File: config.mk
export PLATFORM = sky130hd
export DESIGN_NAME = oob_host_ctrl
export DESIGN_NICKNAME = d
export VERILOG_FILES = /design/src/rtl/oob_host_ctrl.sv
export SDC_FILE = /design/constraint.sdc
export NUM_CORES = 1
export LEC_CHECK = 0
export CAP_MARGIN = 20
export CORE_MARGIN = 2
export CORE_UTILIZATION = 45
export CTS_CLUSTER_DIAMETER = 150
export CTS_CLUSTER_SIZE = 28
export DETAILED_ROUTE_END_ITERATION = 16
export PLACE_DENSITY = 0.76
export SKIP_CTS_REPAIR_TIMING = 1
export SYNTH_ARGS = -nofsm -noshare
export SYNTH_HDL_FRONTEND = slang
export SYNTH_SLANG_ARGS = --single-unit
File: constraint.sdc
create_clock -name clk -period 5 [get_ports clk]
set_clock_uncertainty 0.15 [all_clocks]
set_input_delay 1 -clock clk [delete_from_list [all_inputs] [get_ports clk]]
set_output_delay 1 -clock clk [all_outputs]
set_load 0.02 [all_outputs]
File: src/rtl/oob_host_ctrl.sv
// Host-side SATA OOB initialization controller: COMINIT/COMWAKE handshake,
// D10.2 -> ALIGN -> SYNC bring-up, with timeouts back to IDLE.
module oob_host_ctrl #(
  parameter int NOCOMWAKE_CYCLES = 38,
  parameter int COMINIT_TIMEOUT  = 131070,
  parameter int COMWAKE_TIMEOUT  = 131070,
  parameter int ALIGN_TIMEOUT    = 131070
) (
  input  logic        clk,
  input  logic        rst_n,
  input  logic        gtx_ready,
  input  logic        oob_start,
  input  logic        rxcominitdet_in,
  input  logic        rxcomwakedet_in,
  input  logic        rxelecidle_in,
  input  logic [31:0] rxdata_in,
  input  logic [3:0]  rxcharisk_in,
  output logic        txcominit,
  output logic        txcomwake,
  output logic        txelecidle,
  output logic [31:0] txdata_out,
  output logic [3:0]  txcharisk_out,
  output logic        link_up,
  output logic        oob_busy,
  output logic        oob_silence,
  output logic        oob_error
);

  localparam logic [31:0] ALIGN_D = 32'h7B4A4ABC;
  localparam logic [31:0] SYNC_D  = 32'hB5B5957C;
  localparam logic [31:0] D102_D  = 32'h4A4A4A4A;

  localparam int NCW_W = (NOCOMWAKE_CYCLES < 2) ? 1 : $clog2(NOCOMWAKE_CYCLES);
  localparam logic [NCW_W-1:0] NCW_LAST = NCW_W'(NOCOMWAKE_CYCLES - 1);

  localparam logic [17:0] T_CI = 18'(COMINIT_TIMEOUT);
  localparam logic [17:0] T_CW = 18'(COMWAKE_TIMEOUT);
  localparam logic [17:0] T_AL = 18'(ALIGN_TIMEOUT);

  typedef enum logic [3:0] {
    S_IDLE,
    S_SEND_COMINIT,
    S_WAIT_COMINIT,
    S_SEND_COMWAKE,
    S_WAIT_COMWAKE,
    S_WAIT_NOCOMWAKE,
    S_WAIT_ALIGN,
    S_SEND_ALIGN,
    S_READY,
    S_ERROR
  } state_t;

  state_t state, state_nx;

  logic             rx_cominit, rx_comwake, rx_eidle;
  logic [31:0]      rx_data;
  logic [3:0]       rx_k;
  logic [17:0]      timer, timer_nx;
  logic [NCW_W-1:0] ncw_cnt, ncw_nx;
  logic [1:0]       sync_cnt, sync_nx;
  logic             silence_nx;
  logic             rx_is_align, rx_is_prim;

  always_ff @(posedge clk or negedge rst_n) begin
    if (!rst_n) begin
      rx_cominit <= 1'b0;
      rx_comwake <= 1'b0;
      rx_eidle   <= 1'b0;
      rx_data    <= '0;
      rx_k       <= '0;
    end else begin
      rx_cominit <= rxcominitdet_in;
      rx_comwake <= rxcomwakedet_in;
      rx_eidle   <= rxelecidle_in;
      rx_data    <= rxdata_in;
      rx_k       <= rxcharisk_in;
    end
  end

  assign rx_is_align = (rx_k == 4'h1) && (rx_data == ALIGN_D);
  assign rx_is_prim  = (rx_k == 4'h1) && !rx_is_align;

  always_comb begin
    state_nx   = state;
    silence_nx = 1'b0;
    ncw_nx     = ncw_cnt;
    sync_nx    = sync_cnt;
    unique case (state)
      S_IDLE: begin
        if (rx_cominit)     state_nx = S_SEND_COMWAKE;
        else if (oob_start) state_nx = S_SEND_COMINIT;
      end
      S_SEND_COMINIT: state_nx = S_WAIT_COMINIT;
      S_WAIT_COMINIT: begin
        if (rx_cominit) state_nx = S_SEND_COMWAKE;
        else if (timer == T_CI) begin
          state_nx   = S_IDLE;
          silence_nx = 1'b1;
        end
      end
      S_SEND_COMWAKE: state_nx = S_WAIT_COMWAKE;
      S_WAIT_COMWAKE: begin
        if (rx_comwake)        state_nx = S_WAIT_NOCOMWAKE;
        else if (timer == T_CW) state_nx = S_ERROR;
      end
      S_WAIT_NOCOMWAKE: begin
        if (rx_comwake)              ncw_nx   = '0;
        else if (ncw_cnt == NCW_LAST) state_nx = S_WAIT_ALIGN;
        else                          ncw_nx   = ncw_cnt + 1'b1;
      end
      S_WAIT_ALIGN: begin
        if (rx_is_align)        state_nx = S_SEND_ALIGN;
        else if (timer == T_AL) state_nx = S_ERROR;
      end
      S_SEND_ALIGN: begin
        // Third back-to-back non-ALIGN primitive completes the handshake.
        if (rx_is_align) sync_nx = '0;
        else if (rx_is_prim) begin
          if (sync_cnt == 2'd2) state_nx = S_READY;
          else                  sync_nx  = sync_cnt + 2'd1;
        end
      end
      S_READY: begin
        if (rx_eidle || rx_cominit) state_nx = S_IDLE;
      end
      S_ERROR: state_nx = S_IDLE;
      default: state_nx = S_IDLE;
    endcase

    if (state_nx != state) begin
      ncw_nx  = '0;
      sync_nx = '0;
    end

    if (!gtx_ready) begin
      state_nx   = S_IDLE;
      silence_nx = 1'b0;
      ncw_nx     = '0;
      sync_nx    = '0;
    end

    timer_nx = timer;
    if (state_nx != state) timer_nx = '0;
    else if (state == S_WAIT_COMINIT || state == S_WAIT_COMWAKE || state == S_WAIT_ALIGN)
      timer_nx = timer + 18'd1;
  end

  always_ff @(posedge clk or negedge rst_n) begin
    if (!rst_n) begin
      state    <= S_IDLE;
      timer    <= '0;
      ncw_cnt  <= '0;
      sync_cnt <= '0;
    end else begin
      state    <= state_nx;
      timer    <= timer_nx;
      ncw_cnt  <= ncw_nx;
      sync_cnt <= sync_nx;
    end
  end

  // Outputs are registered decodes of the next state, aligned with the state register.
  always_ff @(posedge clk or negedge rst_n) begin
    if (!rst_n) begin
      txcominit     <= 1'b0;
      txcomwake     <= 1'b0;
      txelecidle    <= 1'b1;
      txdata_out    <= '0;
      txcharisk_out <= '0;
      link_up       <= 1'b0;
      oob_busy      <= 1'b0;
      oob_silence   <= 1'b0;
      oob_error     <= 1'b0;
    end else begin
      txcominit   <= (state_nx == S_SEND_COMINIT);
      txcomwake   <= (state_nx == S_SEND_COMWAKE);
      txelecidle  <= !(state_nx == S_WAIT_ALIGN || state_nx == S_SEND_ALIGN ||
                       state_nx == S_READY);
      link_up     <= (state_nx == S_READY);
      oob_busy    <= (state_nx != S_IDLE);
      oob_silence <= silence_nx;
      oob_error   <= (state_nx == S_ERROR);
      unique case (state_nx)
        S_WAIT_ALIGN: begin
          txdata_out    <= D102_D;
          txcharisk_out <= 4'h0;
        end
        S_SEND_ALIGN: begin
          txdata_out    <= ALIGN_D;
          txcharisk_out <= 4'h1;
        end
        S_READY: begin
          txdata_out    <= SYNC_D;
          txcharisk_out <= 4'h1;
        end
        default: begin
          txdata_out    <= '0;
          txcharisk_out <= '0;
        end
      endcase
    end
  end

endmodule

# [Word-level counts from Yosys, hierarchy flattened]
# Cells that the tools add are included.
[totals] reg_bits=112 elab_cells=96
[op_classes] add_sub_neg=3 eq_ne=26 n_mux=34 n_reduce_logical=15
[op_table] operator="32-bit case mux with 3 select lines" n=1
[op_table] operator="4-bit 2-to-1 mux" n=14
[op_table] operator="18-bit 2-to-1 mux" n=2
[op_table] operator="4-bit case mux with 9 select lines" n=1
[op_table] operator="32-bit by 31-bit equality test with 1-bit output (second input constant)" n=1
[op_table] operator="6-bit 2-to-1 mux" n=5
[op_table] operator="4-bit by 3-bit equality test with 1-bit output (second input constant)" n=6
[op_table] operator="18-bit by 1-bit adder with 18-bit output (second input constant)" n=1
[op_table] operator="18-bit by 17-bit equality test with 1-bit output (second input constant)" n=1
[op_table] operator="4-bit by 1-bit equality test with 1-bit output (second input constant)" n=3
[op_table] operator="4-bit by 2-bit equality test with 1-bit output (second input constant)" n=3
[op_table] operator="4-bit equality test (second input constant)" n=3
[op_table] operator="2-bit 2-to-1 mux" n=6
[op_table] operator="4-bit by 3-bit != test with 1-bit output (second input constant)" n=2
[op_table] operator="4-bit != test" n=2
[op_table] operator="6-bit by 1-bit adder with 6-bit output (second input constant)" n=1
[op_table] operator="6-bit equality test (second input constant)" n=1
[op_table] operator="3-bit by 1-bit != test with 1-bit output (second input constant)" n=2
[op_table] operator="1-bit logical OR" n=5
[op_table] operator="1-bit 2-to-1 mux" n=5
[op_table] operator="4-bit zero test" n=1
[op_table] operator="4-bit by 1-bit != test with 1-bit output (second input constant)" n=1
[op_table] operator="4-bit nonzero test" n=1
[op_table] operator="3-bit AND reduction" n=1
[op_table] operator="7 further kinds" n=9

# [Logic depth before layout (Yosys ltp)]
[logic_depth] depth_word=12 mapped_depth=11 depth_no_buf=9

# [Least setup slack after synthesis]
# No wires, ideal clock.
[synth_timing] path_type="input to register" startpoint="input port oob_start" endpoint="register timer[8]" t_arrival_ns=2.291 slack_ns=2.491 stages=7 path_buffers=2 cell_sequence="a21oi_1 > a2bb2oi_1 > o31ai_1 > or4_1 > buf_6 > buf_12 > nor2_4"
[synth_between] elab_chain_len=6 word_cells_on_any_way=7
[synth_lines] element="start, declared" line="12" source="input logic oob_start,"
[synth_lines] element="4-bit 2-to-1 mux *" line="91" source="else if (oob_start) state_nx = S_SEND_COMINIT;"
[synth_lines] element="4-bit 2-to-1 mux *" line="90" source="if (rx_cominit) state_nx = S_SEND_COMWAKE;"
[synth_lines] element="4-bit case mux with 9 select lines *" line="88" source="unique case (state)"
[synth_lines] element="4-bit 2-to-1 mux *" line="135" source="if (!gtx_ready) begin"
[synth_lines] element="4-bit != test *" line="143" source="if (state_nx != state) timer_nx = '0;"
[synth_lines] element="18-bit 2-to-1 mux or 2-bit nonzero test (tied branches)"
[synth_lines] element="end signal, assigned" line="156" source="timer <= timer_nx;"
[synth_lines] element="end, declared" line="58" source="logic [17:0] timer, timer_nx;"
# Mark *: on every way between the ends. The rest lies on a longest branch, timed or not.
# A chain may end at the register's enable or synchronous reset.

# [Worst setup path after layout]
[layout_timing] startpoint="input port gtx_ready" endpoint="register timer[1]"
[layout_between] elab_chain_len=3 word_cells_on_any_way=4
[layout_lines] element="start, declared" line="11" source="input logic gtx_ready,"
[layout_lines] element="4-bit 2-to-1 mux *" line="135"
[layout_lines] element="4-bit != test *" line="143"
[layout_lines] element="18-bit 2-to-1 mux or 2-bit nonzero test (tied branches)"
# Marked as above.

==> results.py <==
metrics = {
    "logic_synthesis": {
        "synth_xor_area_share_pct": 5.13,
        "synth_cells": 319,
        "yosysWarnings": 0,
        "synth_top_family_by_area": "simple AND/OR/NAND/NOR gates",
        "yosysUniqueCellTypes": 60,
        "muxShareOfSynthArea_pct": 0.267,
        "synthAdderAreaFrac_pct": 1.67,
        "synth_seq_cells": 84,
        "synth_area_leaders": "dfrtp_1, buf_4, nor2_1, xor2_1, nand2_1",
        "synth_compound_gate_area_share_pct": 5.83,
        "netlist_area_um2": 3750,
        "synth.avg_cell_area_um2": 11.8,
        "synth_flop_cell": "dfrtp_1",
        "synth_simple_gate_area_share_pct": 22.8,
        "async_reset_ff_share_pct": 100,
        "netlist.area_leader.share_pct": 55.3,
        "synth_edf_count": 0,
        "ys_seq_area_share_pct": 56.0,
        "post-synth-top-area-cell": "dfrtp_1",
    },
    "routing": {
        "dr.pass1.iters": 4,
        "drc_errors": 0,
        "wirelength_mm": 6.46,
        "post_drt_wl_per_cell_um": 13.1,
        "final_antenna_net_count": 0,
        "drtIter0Drc": 103,
        "via_per_inst": 4.96,
        "vias": 2445,
    },
    "grt": {
        "grt_max_degree": 85,
        "grt_pass1_wl_mm": 10.4,
        "grt.total_usage_pct": 15.1,
        "antenna_found_initial": 0,
        "grt_pass1_vias": 2293,
        "grt_overflow_total": 0,
    },
    "setup_path": {
        "critPathMaxFanout": 16,
        "reg2regPathDepth": 8,
        "cp-start-kind": "input pin",
        "critPathSlowestCell": "clkdlybuf4s50_1",
        "critical-path-max-stage-delay_ps": 710,
        "worstPathCellList": "clkdlybuf4s50_1, clkinv_1, o21ai_0, o31ai_1, or4_1, buf_16, a211oi_2",
        "cp.arrival_ps": 3380,
        "critPathRequiredTime_ps": 5120,
        "critPathKind": "in -> reg",
        "endpoint_kind": "flop",
    },
    "finish": {
        "layout-drive-gt1-share_pct": 11.3,
        "area_growth_pct": 25.6,
        "final_nets": 431,
        "n_antenna_cell": 0,
        "seqCellArea_um2": 2100,
        "final_cells": 493,
        "fillers": 671,
        "multiInputGateArea_um2": 1360,
    },
    "sta": {
        "tns_ps": 0,
        "rsz0062_at_grt": "no",
        "finalCritPeriodShare_pct": 65.3,
        "worst_slack_ps": 1730,
        "finalHoldViolCount": 0,
        "worstMarginPinSlew_ps": 625,
        "fin_crit_ps": 3270,
        "slew_violations": 0,
        "fmax_mhz": 306,
        "relSlewSlack_pct": 58.2,
        "setup_viol": 0,
    },
    "clock_tree": {
        "h-tree-depth": 3,
        "clk_latency_ps": 350,
        "clk_pin_slew_ps": 80,
        "clockBufferDepth": 2,
        "cts_sinks": 84,
        "cts_buffers": 9,
        "clockRootBuffer": "clkbuf_8",
        "cts_tree": "built",
    },
    "floorplanning": {
        "die_x_um": 95.3,
        "initial_core_util_pct": 46.1,
        "io_pins": 86,
        "core_um2": 8130,
        "row_count": 33,
        "dieHeight_um": 95.3,
        "die-area_um2": 9090,
    },
    "placed_design": {
        "place_inst": 475,
        "numPortBuffers": 80,
        "hpwl_mm": 4.68,
        "dpl_worst_slack_ps": 1090,
        "place_congestion": 0.905,
    },
    "job": {
        "drv_cap": 0,
    },
    "power": {
        "peakVddDrop_uv": 182,
        "p_leak_nw": 1.99,
        "power.density_nw_per_um2": 360,
    },
    "hold_path": {
        "holdCritPathClass": "in -> async",
    },
    "status": {
        "status": "completed",
    },
}
placed cells by master (no fill, tap or decap), drive strengths merged, types with 2 or more instances in the layout:
| cell | synthesis | routed |
|---|---|---|
| a21oi | 5 | 5 |
| and2 | 2 | 2 |
| and3 | 4 | 4 |
| and4 | 3 | 3 |
| and4b | 3 | 3 |
| buf | 32 | 3 |
| bufinv | 0 | 2 |
| clkbuf | 1 | 10 |
| clkdlybuf4s50 | 0 | 79 |
| clkinv | 1 | 3 |
| conb | 1 | 5 |
| dfrtp | 83 | 83 |
| ha | 5 | 5 |
| inv | 11 | 12 |
| nand2 | 27 | 27 |
| nand2b | 2 | 2 |
| nand3 | 6 | 6 |
| nand4 | 10 | 10 |
| nor2 | 45 | 45 |
| nor3 | 2 | 2 |
| nor3b | 3 | 3 |
| nor4 | 10 | 10 |
| nor4b | 5 | 5 |
| nor4bb | 3 | 3 |
| o21ai | 9 | 9 |
| o2bb2ai | 2 | 2 |
| o31ai | 2 | 2 |
| or2 | 2 | 2 |
| xnor2 | 9 | 9 |
| xor2 | 13 | 13 |
state kept, by name, indices dropped and copies added, names as in the netlist:
signal / count
rx_data: 32
timer: 18
txdata_out: 7
ncw_cnt: 6
rx_k: 4
state: 4
sync_cnt: 2
link_up: 1
oob_busy: 1
oob_error: 1
oob_silence: 1
rx_cominit: 1
rx_comwake: 1
rx_eidle: 1
txcharisk_out: 1
txcominit: 1
txcomwake: 1
txelecidle: 1
cells in the mapped netlist (2+ instances only):
library cell / n
a21oi_1: 5
and2_1: 2
and3_1: 3
and4_1: 3
and4b_1: 3
buf_4: 28
buf_6: 2
dfrtp_1: 83
ha_1: 5
inv_1: 11
nand2_1: 27
nand2b_1: 2
nand3_1: 5
nand4_1: 10
nor2_1: 35
nor2_4: 9
nor3_1: 2
nor3b_1: 2
nor4_1: 9
nor4b_2: 2
nor4b_4: 2
nor4bb_1: 3
o21ai_0: 8
o31ai_1: 2
xnor2_1: 9
xor2_1: 13
layer usage:
metal	share of wire [%]	global-route usage, %
met5	0	0
met4	1.4	6.28
met3	7.5	4.35
met2	50	25.2
met1	41	18.5
critical path: cells and delay by family:
kind            cells  cell delay, ps
simple gates        1             670
buf+inv             3            1270
compound gates      3             430
worst paths after layout:
check	start	endpoint	slack (ps)
min in group clk	rx_cominit$_DFF_PN0_	oob_silence$_DFF_PN0_	410
worst max-delay path	gtx_ready	timer[1]$_DFFE_PN0P_	1730
worst max register to register	rx_data[8]$_DFF_PN0_	timer[1]$_DFFE_PN0P_	1960
worst min-delay path	rst_n	rx_data[16]$_DFF_PN0_	400
max in group asynchronous	rst_n	txelecidle$_DFF_PN1_	3670
worst min register to register	rx_cominit$_DFF_PN0_	oob_silence$_DFF_PN0_	410
where the power goes:
part	switching (mW)	internal (mW)
Clock	0.234	0.295
Sequential	0.0423	0.724
Combinational	0.229	0.174
Total	0.505	1.19
stage by stage:
stage          instance area [um^2]  utilization [%]  hold slack, ps  total power [mW]
6_report                       4720             58.0             402              1.70
5_1_grt                        4720             58.0             407              1.79
4_1_cts                        4660             57.3             410              1.68
3_5_place_dp                   4440             54.5             390              1.15
3_3_place_gp                   4440             54.5             392              1.14
2_1_floorplan                  3770                -             354              1.06
cell type report:
class                   instances  share of cell area [%]
clock buffers                  10                    2.92
well taps                     105                    2.79
repair buffers                 82                    18.1
multi-input cells             194                    28.8
clock inverters                 6                    1.83
inverters                      12                   0.955
flip-flops and latches         84                    44.6
logic make-up (layout without fill, tap and decap cells):
family | Yosys count | in the layout
adder cells (fa/ha/maj) | 5 | 5
multiplexers | 1 | 1
AND/OR/NAND/NOR | 133 | 133
XOR/XNOR | 22 | 22
other | 1 | 5
flip-flops | 84 | 84
AO/OA/AOI/OAI | 28 | 28
buffers and inverters | 45 | 110
Power figures use the tool's default switching activity.
